### src/rtl/rect_draw_engine_pkg.sv
// Shared widths, screen limits, FSM encoding and the outline test for the
// rectangle rasteriser.
package rect_draw_engine_pkg;

  localparam int NX = 10;
  localparam int NY = 9;
  localparam int NC = 9;

  localparam logic [NX:0]   X_MAX = 11'd640;
  localparam logic [NY:0]   Y_MAX = 10'd480;
  localparam logic [NX-1:0] X_ONE = 10'd1;
  localparam logic [NY-1:0] Y_ONE = 9'd1;

  typedef enum logic [1:0] {
    ST_IDLE = 2'd0,
    ST_DRAW = 2'd1,
    ST_DONE = 2'd2
  } state_e;

  // True when the scan position lies on the rectangle border.
  function automatic logic on_border(input logic [NX-1:0] xc, input logic [NY-1:0] yc,
                                     input logic [NX-1:0] w,  input logic [NY-1:0] h);
    return (xc == {NX{1'b0}}) || (xc == w - X_ONE) ||
           (yc == {NY{1'b0}}) || (yc == h - Y_ONE);
  endfunction

endpackage

### src/rtl/rect_draw_engine_up_count.sv
// Loadable up-counter with enable; load takes priority over enable.
module rect_draw_engine_up_count #(
  parameter int W = 10
) (
  input  logic         clk,
  input  logic         reset,
  input  logic         load,
  input  logic         enable,
  input  logic [W-1:0] load_val,
  output logic [W-1:0] count
);

  logic [W-1:0] count_q, count_d;

  always_comb begin
    count_d = count_q;
    if (load) begin
      count_d = load_val;
    end else if (enable) begin
      count_d = count_q + {{(W-1){1'b0}}, 1'b1};
    end else begin
      count_d = count_q;
    end
  end

  always_ff @(posedge clk) begin
    if (reset) begin
      count_q <= {W{1'b0}};
    end else begin
      count_q <= count_d;
    end
  end

  assign count = count_q;

endmodule

### src/rtl/rect_draw_engine.sv
// Command-driven rectangle rasteriser: one pixel position per clock in raster
// order, with screen clipping and optional outline-only mode.
module rect_draw_engine
  import rect_draw_engine_pkg::*;
(
  input  logic          Clock,
  input  logic          Reset,
  input  logic          cmd_valid,
  output logic          cmd_ready,
  input  logic [NX-1:0] cmd_x,
  input  logic [NY-1:0] cmd_y,
  input  logic [NX-1:0] cmd_w,
  input  logic [NY-1:0] cmd_h,
  input  logic [NC-1:0] cmd_color,
  input  logic          cmd_outline,
  output logic [NX-1:0] pix_x,
  output logic [NY-1:0] pix_y,
  output logic [NC-1:0] pix_color,
  output logic          pix_write,
  output logic          busy,
  output logic          done
);

  state_e        state_q, state_d;
  logic [NX-1:0] x0_q, x0_d, w_q, w_d;
  logic [NY-1:0] y0_q, y0_d, h_q, h_d;
  logic [NC-1:0] color_q, color_d;
  logic          outline_q, outline_d;
  logic [NX-1:0] pix_x_q, pix_x_d;
  logic [NY-1:0] pix_y_q, pix_y_d;
  logic [NC-1:0] pix_color_q, pix_color_d;
  logic [NX-1:0] xc;
  logic [NY-1:0] yc;
  logic [NX:0]   sum_x;
  logic [NY:0]   sum_y;
  logic          accept, empty, in_draw, x_last, y_last, wrap;

  assign in_draw = (state_q == ST_DRAW);
  assign accept  = cmd_valid && (state_q == ST_IDLE);
  assign empty   = (cmd_w == {NX{1'b0}}) || (cmd_h == {NY{1'b0}});
  assign x_last  = (xc == w_q - X_ONE);
  assign y_last  = (yc == h_q - Y_ONE);
  assign wrap    = in_draw && x_last;

  rect_draw_engine_up_count #(.W(NX)) u_xc (
    .clk      (Clock),
    .reset    (Reset),
    .load     (accept || wrap),
    .enable   (in_draw),
    .load_val ({NX{1'b0}}),
    .count    (xc)
  );

  rect_draw_engine_up_count #(.W(NY)) u_yc (
    .clk      (Clock),
    .reset    (Reset),
    .load     (accept),
    .enable   (wrap),
    .load_val ({NY{1'b0}}),
    .count    (yc)
  );

  always_comb begin
    state_d = state_q;
    case (state_q)
      ST_IDLE: begin
        if (accept) begin
          state_d = empty ? ST_DONE : ST_DRAW;
        end else begin
          state_d = ST_IDLE;
        end
      end
      ST_DRAW: begin
        if (x_last && y_last) begin
          state_d = ST_DONE;
        end else begin
          state_d = ST_DRAW;
        end
      end
      ST_DONE: state_d = ST_IDLE;
      default: state_d = ST_IDLE;
    endcase
  end

  always_comb begin
    x0_d      = x0_q;
    y0_d      = y0_q;
    w_d       = w_q;
    h_d       = h_q;
    color_d   = color_q;
    outline_d = outline_q;
    if (accept) begin
      x0_d      = cmd_x;
      y0_d      = cmd_y;
      w_d       = cmd_w;
      h_d       = cmd_h;
      color_d   = cmd_color;
      outline_d = cmd_outline;
    end else begin
      outline_d = outline_q;
    end
  end

  // Clip on the untruncated sums; the truncated sums still go out on pix_x/pix_y.
  always_comb begin
    sum_x       = {1'b0, x0_q} + {1'b0, xc};
    sum_y       = {1'b0, y0_q} + {1'b0, yc};
    pix_write   = 1'b0;
    pix_x_d     = pix_x_q;
    pix_y_d     = pix_y_q;
    pix_color_d = pix_color_q;
    if (in_draw) begin
      pix_x_d     = sum_x[NX-1:0];
      pix_y_d     = sum_y[NY-1:0];
      pix_color_d = color_q;
      pix_write   = (sum_x < X_MAX) && (sum_y < Y_MAX) &&
                    (!outline_q || on_border(xc, yc, w_q, h_q));
    end else begin
      pix_write   = 1'b0;
    end
  end

  always_ff @(posedge Clock) begin
    if (Reset) begin
      state_q     <= ST_IDLE;
      x0_q        <= {NX{1'b0}};
      y0_q        <= {NY{1'b0}};
      w_q         <= {NX{1'b0}};
      h_q         <= {NY{1'b0}};
      color_q     <= {NC{1'b0}};
      outline_q   <= 1'b0;
      pix_x_q     <= {NX{1'b0}};
      pix_y_q     <= {NY{1'b0}};
      pix_color_q <= {NC{1'b0}};
    end else begin
      state_q     <= state_d;
      x0_q        <= x0_d;
      y0_q        <= y0_d;
      w_q         <= w_d;
      h_q         <= h_d;
      color_q     <= color_d;
      outline_q   <= outline_d;
      pix_x_q     <= pix_x_d;
      pix_y_q     <= pix_y_d;
      pix_color_q <= pix_color_d;
    end
  end

  assign pix_x     = pix_x_d;
  assign pix_y     = pix_y_d;
  assign pix_color = pix_color_d;
  assign cmd_ready = (state_q == ST_IDLE);
  assign busy      = (state_q == ST_DRAW) || (state_q == ST_DONE);
  assign done      = (state_q == ST_DONE);

endmodule
### config.mk
export PLATFORM = sky130hd
export DESIGN_NAME = rect_draw_engine
export DESIGN_NICKNAME = d
export VERILOG_FILES = /design/src/rtl/rect_draw_engine_pkg.sv /design/src/rtl/rect_draw_engine_up_count.sv /design/src/rtl/rect_draw_engine.sv
export SDC_FILE = /design/constraint.sdc
export NUM_CORES = 1
export LEC_CHECK = 0
export ABC_AREA = 1
export CORE_ASPECT_RATIO = 0.8
export CORE_MARGIN = 3
export CORE_UTILIZATION = 31
export CTS_CLUSTER_DIAMETER = 100
export CTS_CLUSTER_SIZE = 25
export DETAILED_ROUTE_END_ITERATION = 16
export MAX_ROUTING_LAYER = met4
export PLACE_DENSITY = 0.59
export SYNTH_ARGS = -nofsm -noshare
export SYNTH_HDL_FRONTEND = slang
export SYNTH_SLANG_ARGS = --single-unit
export TNS_END_PERCENT = 10
### constraint.sdc
create_clock -name Clock -period 3.37 [get_ports Clock]
set_input_delay 0.5055 -clock Clock [delete_from_list [all_inputs] [get_ports Clock]]
set_output_delay 0.5055 -clock Clock [all_outputs]
set_load 0.02 [all_outputs]
==> metrics <==
status completed; Setup crit start kind flip-flop; Synth area leaders dfxtp_1 (35%), nand2_1 (16%), a21oi_1 (7.0%); Synth area leader dfxtp_1; hold path cells 2; r2r setup slk ~1.2 ns; worst path bufs/invs 3; worst hold endpoint color_q[3]; total gr overflow 0; CP Capture Type primary output; Crit path top cell by count nand2_1; Hold Fails Final Rpt 0; RePlAce Congestion between 0.8 and 0.9; Gate power share 0.205; internal power 2.03 mW; H-tree level count 3; number of buffers created by CTS 9; DP Wirelength between 10 and 15 mm; RSZ-0062 raised after global routing no; height of the chip approximately 130 um; largest net degree at the start of global routing 62; critical path's top delay family buffers and inverters; Detailed Routing Iterations Pass 1 5; IO buf count 82; CP max FO 5; worst hold path class reg -> reg; via count ~5200; fmax 0.319 GHz; count of cell types in the netlist 40; initial antenna violation count 0; antenna-violating nets left 0; Power Total roughly 2.9 mW; P&R area growth vs syn 24.5%; Yosys top cell area share 0.348; TritonCTS clock tree built; Reg power frac 0.433; CP cell instances ha_1, inv_1, o21ai_1, o21bai_1, nand2_1, nand3_1, xor2_1, inv_1, nand2_1, nand2_1, clkdlybuf4s50_1; first-pass GRT wire length roughly 25 mm; P per Cell Area just over 400 mW/mm2; setup violators final 0; Post-Syn Area 0.00558 mm2; slew margin rel. 0.554; Req. time, crit path ~2.9 ns; Final #Nets roughly 960; Yosys Warn Count 0; core box area approximately 0.017 mm2; register area share after synthesis 0.348; vias in the first global route about 4800; Worst EP arrival around 2.6 ns; clock buffer depth 2; Peak VDD IR around 0.00023 V; final period utilization 0.931; Reg clk slew, reported paths roughly 0.07 ns; FP Rows 43; crit path kind reg -> out; NetSw approximately 0.84 mW; GR Util All Layers 0.161; Clock Latency Late Sink between 0.3 and 0.4 ns; WL per Instance between 10 and 15 um; Tmin final 3.14 ns; Final Util 0.397; DR vias/cell 4.69; Mean Syn Cell Area just under 7 um2; r2r worst-path depth 13; Tightest Pin Transition 0.669 ns; slowest stage delay, CP 0.54 ns; skew final slightly above 0.008 ns; Reg2Reg Launch Point w_q[1]; post-cts hold buffer count 0; die area slightly below 0.02 mm2; post-synthesis cell count 806; switching share of power 0.292; Routed WL around 15 mm; Max Slew Vio Count 0; I/O pin count a little over 80; Clock Tree Root clkbuf_16; post-route setup TNS 0 ns; Iter 0 DRT Violations 332; Pleak between 3 and 4 nW; drt drc 0; chip width roughly 160 um; post-CTS setup buffers 0; #FFs+latches synth 97; clock share of power 0.363; maxcap violations 0; share of layout cells above drive strength 1 0.0734; reg2reg end u_xc.count[7]; hold_sp color_q[3]; Sink Count 97; Starting Density 0.319; ANT cells 0; Post-Synthesis Net Count 887; Worst path slowest cell clkdlybuf4s50_1
[cell type report]
| type | instances | area, um2 |
|---|---|---|
| fill | 1820 | 10500 |
| multi-input combinational | 605 | 3260 |
| sequential | 97 | 1950 |
| timing repair buffer | 91 | 886 |
| inverter | 77 | 289 |
| tap | 225 | 282 |
| clock buffer | 13 | 250 |
| clock inverter | 2 | 38.8 |
[worst max-delay path by stage]
stage / startpoint / end / cells after the start
2_1_floorplan: u_xc.count[0] / pix_write / 12
3_3_place_gp: u_xc.count[0] / pix_write / 13
3_5_place_dp: u_xc.count[0] / pix_write / 13
4_1_cts: u_xc.count[4] / pix_x[5] / 9
5_1_grt: h_q[0] / pix_write / 14
6_report: u_xc.count[4] / pix_x[9] / 11
[stage by stage]
| stage | setup WS (ns) | cells | hold slack (ns) | cell area [um2] |
|---|---|---|---|---|
| floorplan | 0.876 | 806 | 0.445 | 5580 |
| global placement | 0.198 | 1095 | 0.455 | 6650 |
| detailed placement | 0.119 | 1095 | 0.456 | 6650 |
| CTS | 0.0148 | 1110 | 0.466 | 6940 |
| global route | 0.000855 | 1110 | 0.483 | 6950 |
| finish | 0.233 | 1110 | 0.465 | 6950 |
[worst min-delay path: cells and delay by family, from the launching register on]
family | cells | cell delay (ns)
AO/OA/AOI/OAI | 1 | 0.05
flip-flops | 1 | 0.31
AND/OR/NAND/NOR | 1 | 0.06
[synthesized netlist by cell type]
master / number
xnor3_1: 1
nor3_1: 7
and3_1: 1
clkbuf_1: 23
dfxtp_1: 97
a21boi_0: 2
inv_1: 75
o21bai_1: 4
nor2_8: 1
nor2_1: 71
nand3_4: 1
clkinv_1: 1
fa_1: 2
nand3b_1: 2
or2_2: 3
o31ai_1: 1
nor2_4: 3
nand2_1: 240
nand4_1: 22
o21ai_2: 1
nand3_1: 35
a21oi_1: 78
o21ai_0: 19
o21a_1: 1
a211oi_1: 14
nand3_2: 6
a41oi_1: 1
nand2_2: 12
xor2_1: 24
xor2_2: 1
nor3b_1: 1
nor2_2: 6
xnor2_1: 10
o21ai_1: 2
nand2_4: 1
inv_2: 1
buf_1: 4
ha_1: 28
nor4_1: 3
a31o_2: 1
[cells by family after synthesis]
family                   after synthesis  share of synthesized area
buffers and inverters                104                     0.0699
AO/OA/AOI/OAI                        124                      0.123
AND/OR/NAND/NOR                      415                      0.329
flip-flops                            97                      0.348
XOR/XNOR                              36                     0.0603
adder cells (fa/ha/maj)               30                     0.0699
[layout by cell type, fill, tap and decap left out, types with 3 or more instances in the layout]
cell               n
or2_2              3
a211oi_1          14
buf_4              9
dfxtp_1           94
ha_1              27
inv_1             75
o21bai_1           4
clkbuf_16          9
nor2_2             6
nand2_1          239
o21ai_1            4
nor4_1             3
nand3_1           35
nand3_2            6
nor2_4             3
nand2_2           13
nor2_1            71
clkbuf_1           3
xor2_1            24
nor3_1             7
xnor2_1           10
dfxtp_2            3
clkdlybuf4s50_1   77
o21ai_0           16
nand4_1           22
a21oi_1           78
[state kept, by name, indices dropped and copies added, names as in the netlist]
name,flops
color_q,9
h_q,9
outline_q,1
pix_color_q,9
pix_x_q,10
pix_y_q,9
state_q,2
u_xc.count,10
u_yc.count,9
w_q,10
x0_q,10
y0_q,9
[layer usage]
| metal | wire length [um] | up-vias | global-route usage | part of all wire |
|---|---|---|---|---|
| met1 | 8680 | 2297 | 0.258 | 0.57 |
| met5 | 0 | - | - | 0 |
| met3 | 773 | 13 | 0.0350 | 0.051 |
| met2 | 5620 | 135 | 0.203 | 0.37 |
| li1 | - | 2762 | - | - |
| met4 | 162 | 0 | 0.0322 | 0.011 |
[repair_timing]
| action | in CTS | in global routing |
|---|---|---|
| pin swaps | 0 | 0 |
| gates resized for setup | 3 | 11 |
| setup endpoints to repair | 3 | 7 |
[power by group through the flow]
stage	Sequential (mW)	Combinational, mW	Clock, mW
detailed placement	1.26	0.588	0
global route	1.24	0.660	1.11
CTS	1.24	0.591	1.06
floorplan	1.25	0.384	0
finish	1.24	0.587	1.04
global placement	1.26	0.589	0
No activity file was read; power rests on OpenSTA's default activity.
